===== src/rtl/vga_pkg.sv =====
// Purpose: shared timing constants for the VGA raster generator (640x480@60 defaults).
// Latency: n/a (constants only).
// Backpressure: n/a; the raster runs free and never stalls.
package vga_pkg;

  // Counter width; both totals must fit in 2**POS_W.
  localparam int POS_W = 10;

  // Default 640x480@60 horizontal timing, in pixel clocks.
  localparam int H_ACTIVE_DEF = 640;
  localparam int H_FP_DEF     = 16;
  localparam int H_SYNC_DEF   = 96;
  localparam int H_BP_DEF     = 48;

  // Default vertical timing, in lines.
  localparam int V_ACTIVE_DEF = 480;
  localparam int V_FP_DEF     = 10;
  localparam int V_SYNC_DEF   = 2;
  localparam int V_BP_DEF     = 33;

  // Derived totals and sync windows (sync is low for START <= pos < END).
  localparam int H_TOTAL_DEF      = H_ACTIVE_DEF + H_FP_DEF + H_SYNC_DEF + H_BP_DEF;
  localparam int V_TOTAL_DEF      = V_ACTIVE_DEF + V_FP_DEF + V_SYNC_DEF + V_BP_DEF;
  localparam int H_SYNC_START_DEF = H_ACTIVE_DEF + H_FP_DEF;
  localparam int H_SYNC_END_DEF   = H_SYNC_START_DEF + H_SYNC_DEF;
  localparam int V_SYNC_START_DEF = V_ACTIVE_DEF + V_FP_DEF;
  localparam int V_SYNC_END_DEF   = V_SYNC_START_DEF + V_SYNC_DEF;

  // Sync/blank pipeline depth matching the downstream colour stage.
  localparam int SYNC_DLY_DEF = 2;

  // Idle level of the delayed {display_on, hsync, vsync} bundle.
  localparam logic [2:0] SYNC_IDLE = 3'b011;

endpackage


===== src/rtl/sync_delay.sv =====
// Purpose: fixed-depth shift register with synchronous reset to a programmable idle value.
// Latency: DEPTH cycles from din to dout.
// Backpressure: none; shifts every clock.
//
// Ports:
//   clock  in          rising-edge clock
//   reset  in          synchronous active-high reset, loads RESET_VAL into every stage
//   din    in  WIDTH   data entering stage 0
//   dout   out WIDTH   data leaving the last stage
module sync_delay #(
  parameter int               WIDTH     = 1,
  parameter int               DEPTH     = 1,
  parameter logic [WIDTH-1:0] RESET_VAL = '0
) (
  input  logic             clock,
  input  logic             reset,
  input  logic [WIDTH-1:0] din,
  output logic [WIDTH-1:0] dout
);

  logic [WIDTH-1:0] stage [DEPTH];

  always_ff @(posedge clock) begin
    if (reset) begin
      for (int i = 0; i < DEPTH; i++) begin
        stage[i] <= RESET_VAL;
      end
    end else begin
      stage[0] <= din;
      for (int i = 1; i < DEPTH; i++) begin
        stage[i] <= stage[i-1];
      end
    end
  end

  assign dout = stage[DEPTH-1];

endmodule


===== src/rtl/vga_timing.sv =====
// Purpose: free-running VGA raster counters with decoded blank/sync.
// Latency: hpos/vpos/line_start/frame_start immediate; display_on/hsync/vsync delayed SYNC_DLY cycles.
// Backpressure: none; the raster never stalls.
//
// Ports:
//   clock        in       pixel clock, rising edge
//   reset        in       synchronous active-high reset
//   hpos, vpos   out 10   raster counters (the registers themselves)
//   line_start   out      high while hpos==0 (and not in reset)
//   frame_start  out      high while hpos==0 and vpos==0 (and not in reset)
//   display_on   out      active video, delayed SYNC_DLY cycles
//   hsync, vsync out      active-low syncs, delayed SYNC_DLY cycles
//   frame        out 8    frame counter when VGA_FRAME_CNT_EN is defined, else 0
//
// Optional feature macro: VGA_FRAME_CNT_EN (enables the 8-bit frame counter).
// SYNC_DLY must be in 1..8; H and V totals must each be <= 1024.
module vga_timing
  import vga_pkg::*;
#(
  parameter int H_ACTIVE = H_ACTIVE_DEF,
  parameter int H_FP     = H_FP_DEF,
  parameter int H_SYNC   = H_SYNC_DEF,
  parameter int H_BP     = H_BP_DEF,
  parameter int V_ACTIVE = V_ACTIVE_DEF,
  parameter int V_FP     = V_FP_DEF,
  parameter int V_SYNC   = V_SYNC_DEF,
  parameter int V_BP     = V_BP_DEF,
  parameter int SYNC_DLY = SYNC_DLY_DEF
) (
  input  logic             clock,
  input  logic             reset,
  output logic [POS_W-1:0] hpos,
  output logic [POS_W-1:0] vpos,
  output logic             line_start,
  output logic             frame_start,
  output logic             display_on,
  output logic             hsync,
  output logic             vsync,
  output logic [7:0]       frame
);

  localparam int H_TOTAL = H_ACTIVE + H_FP + H_SYNC + H_BP;
  localparam int V_TOTAL = V_ACTIVE + V_FP + V_SYNC + V_BP;

  // Position-width copies of the decode boundaries keep comparisons width-matched.
  localparam logic [POS_W-1:0] H_MAX    = POS_W'(H_TOTAL - 1);
  localparam logic [POS_W-1:0] V_MAX    = POS_W'(V_TOTAL - 1);
  localparam logic [POS_W-1:0] H_ACT    = POS_W'(H_ACTIVE);
  localparam logic [POS_W-1:0] V_ACT    = POS_W'(V_ACTIVE);
  localparam logic [POS_W-1:0] HS_START = POS_W'(H_ACTIVE + H_FP);
  localparam logic [POS_W-1:0] HS_END   = POS_W'(H_ACTIVE + H_FP + H_SYNC);
  localparam logic [POS_W-1:0] VS_START = POS_W'(V_ACTIVE + V_FP);
  localparam logic [POS_W-1:0] VS_END   = POS_W'(V_ACTIVE + V_FP + V_SYNC);

  logic       h_wrap;
  logic       v_wrap;
  logic [2:0] decode;
  logic [2:0] decode_dly;

  assign h_wrap = (hpos == H_MAX);
  assign v_wrap = (vpos == V_MAX);

  always_ff @(posedge clock) begin
    if (reset) begin
      hpos <= '0;
      vpos <= '0;
    end else if (h_wrap) begin
      hpos <= '0;
      vpos <= v_wrap ? '0 : vpos + 1'b1;
    end else begin
      hpos <= hpos + 1'b1;
    end
  end

  // Gated by reset so the pulses stay quiet while the counters are held at 0.
  assign line_start  = (hpos == '0) && !reset;
  assign frame_start = (hpos == '0) && (vpos == '0) && !reset;

  // {display_on, hsync, vsync}; syncs are active-low, vsync spans whole lines.
  always_comb begin
    decode    = SYNC_IDLE;
    decode[2] = (hpos < H_ACT) && (vpos < V_ACT);
    decode[1] = !((hpos >= HS_START) && (hpos < HS_END));
    decode[0] = !((vpos >= VS_START) && (vpos < VS_END));
  end

  sync_delay #(
    .WIDTH     (3),
    .DEPTH     (SYNC_DLY),
    .RESET_VAL (SYNC_IDLE)
  ) u_sync_delay (
    .clock (clock),
    .reset (reset),
    .din   (decode),
    .dout  (decode_dly)
  );

  assign {display_on, hsync, vsync} = decode_dly;

`ifdef VGA_FRAME_CNT_EN
  // Steps on the same edge the raster returns to (0,0); wraps naturally at 8 bits.
  always_ff @(posedge clock) begin
    if (reset) begin
      frame <= '0;
    end else if (h_wrap && v_wrap) begin
      frame <= frame + 8'd1;
    end
  end
`else
  assign frame = '0;
`endif

endmodule


===== config.mk =====
export PLATFORM = sky130hd
export DESIGN_NAME = vga_timing
export DESIGN_NICKNAME = d
export VERILOG_FILES = /design/src/rtl/vga_pkg.sv /design/src/rtl/sync_delay.sv /design/src/rtl/vga_timing.sv
export SDC_FILE = /design/constraint.sdc
export NUM_CORES = 1
export LEC_CHECK = 0
export CAP_MARGIN = 20
export CORE_MARGIN = 10
export CORE_UTILIZATION = 40
export DETAILED_ROUTE_END_ITERATION = 7
export PLACE_DENSITY = 0.78
export SYNTH_ARGS = -nofsm -noshare
export SYNTH_HDL_FRONTEND = slang
export SYNTH_SLANG_ARGS = --single-unit

===== constraint.sdc =====
create_clock -name clock -period 2.4 [get_ports clock]
set_input_delay 0.72 -clock clock [delete_from_list [all_inputs] [get_ports clock]]
set_output_delay 0.72 -clock clock [all_outputs]
set_load 0.005 [all_outputs]

==> reports/metrics.yaml <==
leakagePower_nw: 0.712
antenna_left: 0
share_of_the_yosys_chip_area_belonging_to_registers_pct: 41.0
finalNonFillerCells: 238
diodes: 0
wl_per_cell_um: 14.3
drt_iter0_markers: 66
timing.final.max_slew_violations: 0
timing.rr.start: "hpos[0]"
tritoncts: "done"
critical_path_at_ns: 1.63
hpwlAfterDp_um: 2520
post_synth_inst_count: 145
layout_common_cells: "sky130_fd_sc_hd__buf_4, sky130_fd_sc_hd__dfxtp_1, sky130_fd_sc_hd__clkdlybuf4s50_1, sky130_fd_sc_hd__nor2_1"
highest_signal_layer_in_the_routed_design: "met4"
synth.ff_latch_count: 26
wirelength_met1_um: 1430
r2r-end: "vpos[1]"
grt_overflow: 0
htreeDepth: 1
die_y_um: 76.3
drcViolationCount: 0
viasPerCell: 5.01
timing_worst_setup_path_type: "reg2out"
dp_cells: 227
worstHoldPathType: "reg2reg"
maxCapViolations: 0
met2WireLength_um: 1680
ir_worst_vdd_uv: 270
cts.reportedPaths.clkPinSlew_ns: 0.15
most_common_cell_after_layout_fill_and_taps_aside: "sky130_fd_sc_hd__buf_4"
holdWs_ns: 0.432
gp_congestion: 0.850
cts_hold_buffers: 0
rsz0062_at_grt: "true"
clock_latency_ns: 0.34
post-route-min-period_ns: 2.35
p_total_uw: 830
grt_first_pass_wirelength_um: 5260
num_rows: 20
timing.clock.skew_ns: 0.00790
gr_usage_total_pct: 10.5
endpoint: "frame_start"
finalSetupViolations: 0
dr_wl_met3_um: 255
worst_ep_required_time_ns: 1.68
syn_avg_cell_area_sq_um: 8.75
worst_slew_margin_rel_pct: 59.9
cts-root-to-sink-buffers: 2
num-nets-final: 201
antenna_found_initial: 0
start_util_pct: 41.6
design.core.area_sq_um: 3050
drt-total-wl_um: 3400
cts_root_buf: "sky130_fd_sc_hd__clkbuf_4"
synthToLayoutAreaGrowth_pct: 41.9
clock-sinks: 26
dr_total_vias: 1192
timing.hold.worst.start: "u_sync_delay.stage[0][0]"
critical_path.startpoint_type: "register"
fin_util_pct: 59.0
status: "complete, no violations"
yosys.cell_types.count: 34
tritoncts.num_buffers: 3
crit_fanout: 2
post_synth_instance_area_sq_um: 1270
chipWidth_um: 76.3
max_freq_mhz: 426
ios: 35
yosys_warnings: 0
final_hold_viol_count: 0
post_route_cells_drive_above_1_share_pct: 24.2
worstMarginPinSlew_ns: 0.595
die-area_sq_um: 5820
power.density_nw_per_um2: 461
timing.critical_path.to_type: "primary output"
timing.setup.tns_ns: 0
drt_first_pass_iters: 4
portBuffers: 26
rrSetupSlack_ns: 0.30
final_min_period_over_clock_period_pct: 97.8
filler_cell_count: 287
startpoint_of_the_most_critical_setup_path: "hpos[1]"
pin_count_of_the_biggest_net_entering_global_routing: 16
first_global_vias: 1144
r2r_cells: 6
[worst max-delay path: stages (launching register included)]
cell                      delay (ns)
sky130_fd_sc_hd__dfxtp_2        0.35
sky130_fd_sc_hd__inv_2          0.06
sky130_fd_sc_hd__ha_4           0.12
sky130_fd_sc_hd__nor4b_4        0.17
sky130_fd_sc_hd__and4b_1        0.26
sky130_fd_sc_hd__and4_1         0.20
sky130_fd_sc_hd__buf_2          0.12
[metrics by stage]
stage	area, sq um	worst slack (ns)
3_5_place_dp	1670	-0.565
2_1_floorplan	1290	0.463
5_1_grt	1800	-0.0120
3_3_place_gp	1670	-0.495
4_1_cts	1770	0.000335
6_report	1800	0.0535
[timing repair]
action	in CTS	in global routing
setup buffers	7	1
pin swaps	2	3
endpoints found under the setup margin	2	2
resized for setup	11	7
[cells in the mapped netlist]
master,number,area [sq um]
sky130_fd_sc_hd__nand4b_1,2,17.5
sky130_fd_sc_hd__o21ai_0,3,15.0
sky130_fd_sc_hd__nor4b_1,1,8.76
sky130_fd_sc_hd__dfxtp_1,26,521
sky130_fd_sc_hd__nor2b_1,2,12.5
sky130_fd_sc_hd__o21bai_2,1,11.3
sky130_fd_sc_hd__conb_1,1,3.75
sky130_fd_sc_hd__ha_1,4,50.1
sky130_fd_sc_hd__and3_1,3,18.8
sky130_fd_sc_hd__buf_4,8,60.1
sky130_fd_sc_hd__and3_2,1,7.51
sky130_fd_sc_hd__nor3_1,3,15.0
sky130_fd_sc_hd__or3_2,1,7.51
sky130_fd_sc_hd__or3b_4,1,11.3
sky130_fd_sc_hd__or2_2,2,12.5
sky130_fd_sc_hd__xor2_1,7,61.3
sky130_fd_sc_hd__nor4_1,8,50.1
sky130_fd_sc_hd__mux2i_1,1,10.0
sky130_fd_sc_hd__nor2_1,21,78.8
sky130_fd_sc_hd__and4b_1,1,10.0
sky130_fd_sc_hd__nand2_1,6,22.5
sky130_fd_sc_hd__clkbuf_1,5,18.8
sky130_fd_sc_hd__a21oi_1,2,10.0
sky130_fd_sc_hd__xnor2_1,7,61.3
sky130_fd_sc_hd__inv_1,6,22.5
sky130_fd_sc_hd__or3_1,1,6.26
sky130_fd_sc_hd__and4_1,3,26.3
sky130_fd_sc_hd__nand3b_1,1,7.51
sky130_fd_sc_hd__a21oi_2,1,8.76
sky130_fd_sc_hd__nand3_1,7,35.0
sky130_fd_sc_hd__or4bb_2,1,12.5
sky130_fd_sc_hd__nand4_1,6,37.5
sky130_fd_sc_hd__nand2b_1,1,6.26
sky130_fd_sc_hd__or4_4,1,11.3
[registers in the layout, indices dropped and copies added (netlist names)]
register	count
hpos	10
vpos	10
u_sync_delay.stage	6
[report_power, final]
group	switching (mW)	internal (mW)	total [mW]
Sequential	0.00356	0.438	0.442
Clock	0.140	0.169	0.309
Combinational	0.0348	0.0436	0.0784
[layer usage]
| metal | track usage (%) | up-vias |
|---|---|---|
| li1 | - | 584 |
| met1 | 11.4 | 563 |
| met2 | 18.5 | 38 |
| met3 | 3.66 | 7 |
| met4 | 3.16 | 0 |
| met5 | 0 | - |
[layout make-up]
class | instances | area, sq um | share of cell area, %
clock buffers | 3 | 22.5 | 1.25
flip-flops and latches | 26 | 523 | 29.0
well taps | 44 | 55.1 | 3.06
clock inverters | 1 | 30.0 | 1.67
multi-input cells | 107 | 703 | 39.1
inverters | 6 | 22.5 | 1.25
repair buffers | 51 | 444 | 24.7
[worst min path at each step]
stage / to / slack (ns) / depth (start not counted)
6_report: u_sync_delay.stage[0][3] / 0.43 / 1
3_3_place_gp: u_sync_delay.stage[0][3] / 0.39 / 1
5_1_grt: u_sync_delay.stage[0][3] / 0.44 / 1
2_1_floorplan: u_sync_delay.stage[0][3] / 0.39 / 1
4_1_cts: u_sync_delay.stage[0][3] / 0.43 / 1
3_5_place_dp: u_sync_delay.stage[0][3] / 0.40 / 1
[kinds of logic after synthesis]
| logic type | after synthesis | share of synthesized area [%] |
|---|---|---|
| DFF | 26 | 41.0 |
| adders and majority gates | 4 | 3.94 |
| muxes | 1 | 0.789 |
| AOI/OAI and AO/OA | 7 | 3.55 |
| buffers and inverters | 19 | 7.99 |
| xor gates and xnor gates | 14 | 9.66 |
| other | 1 | 0.296 |
| and+or+nand+nor | 73 | 32.7 |
No activity file was read; power rests on OpenSTA's default activity.
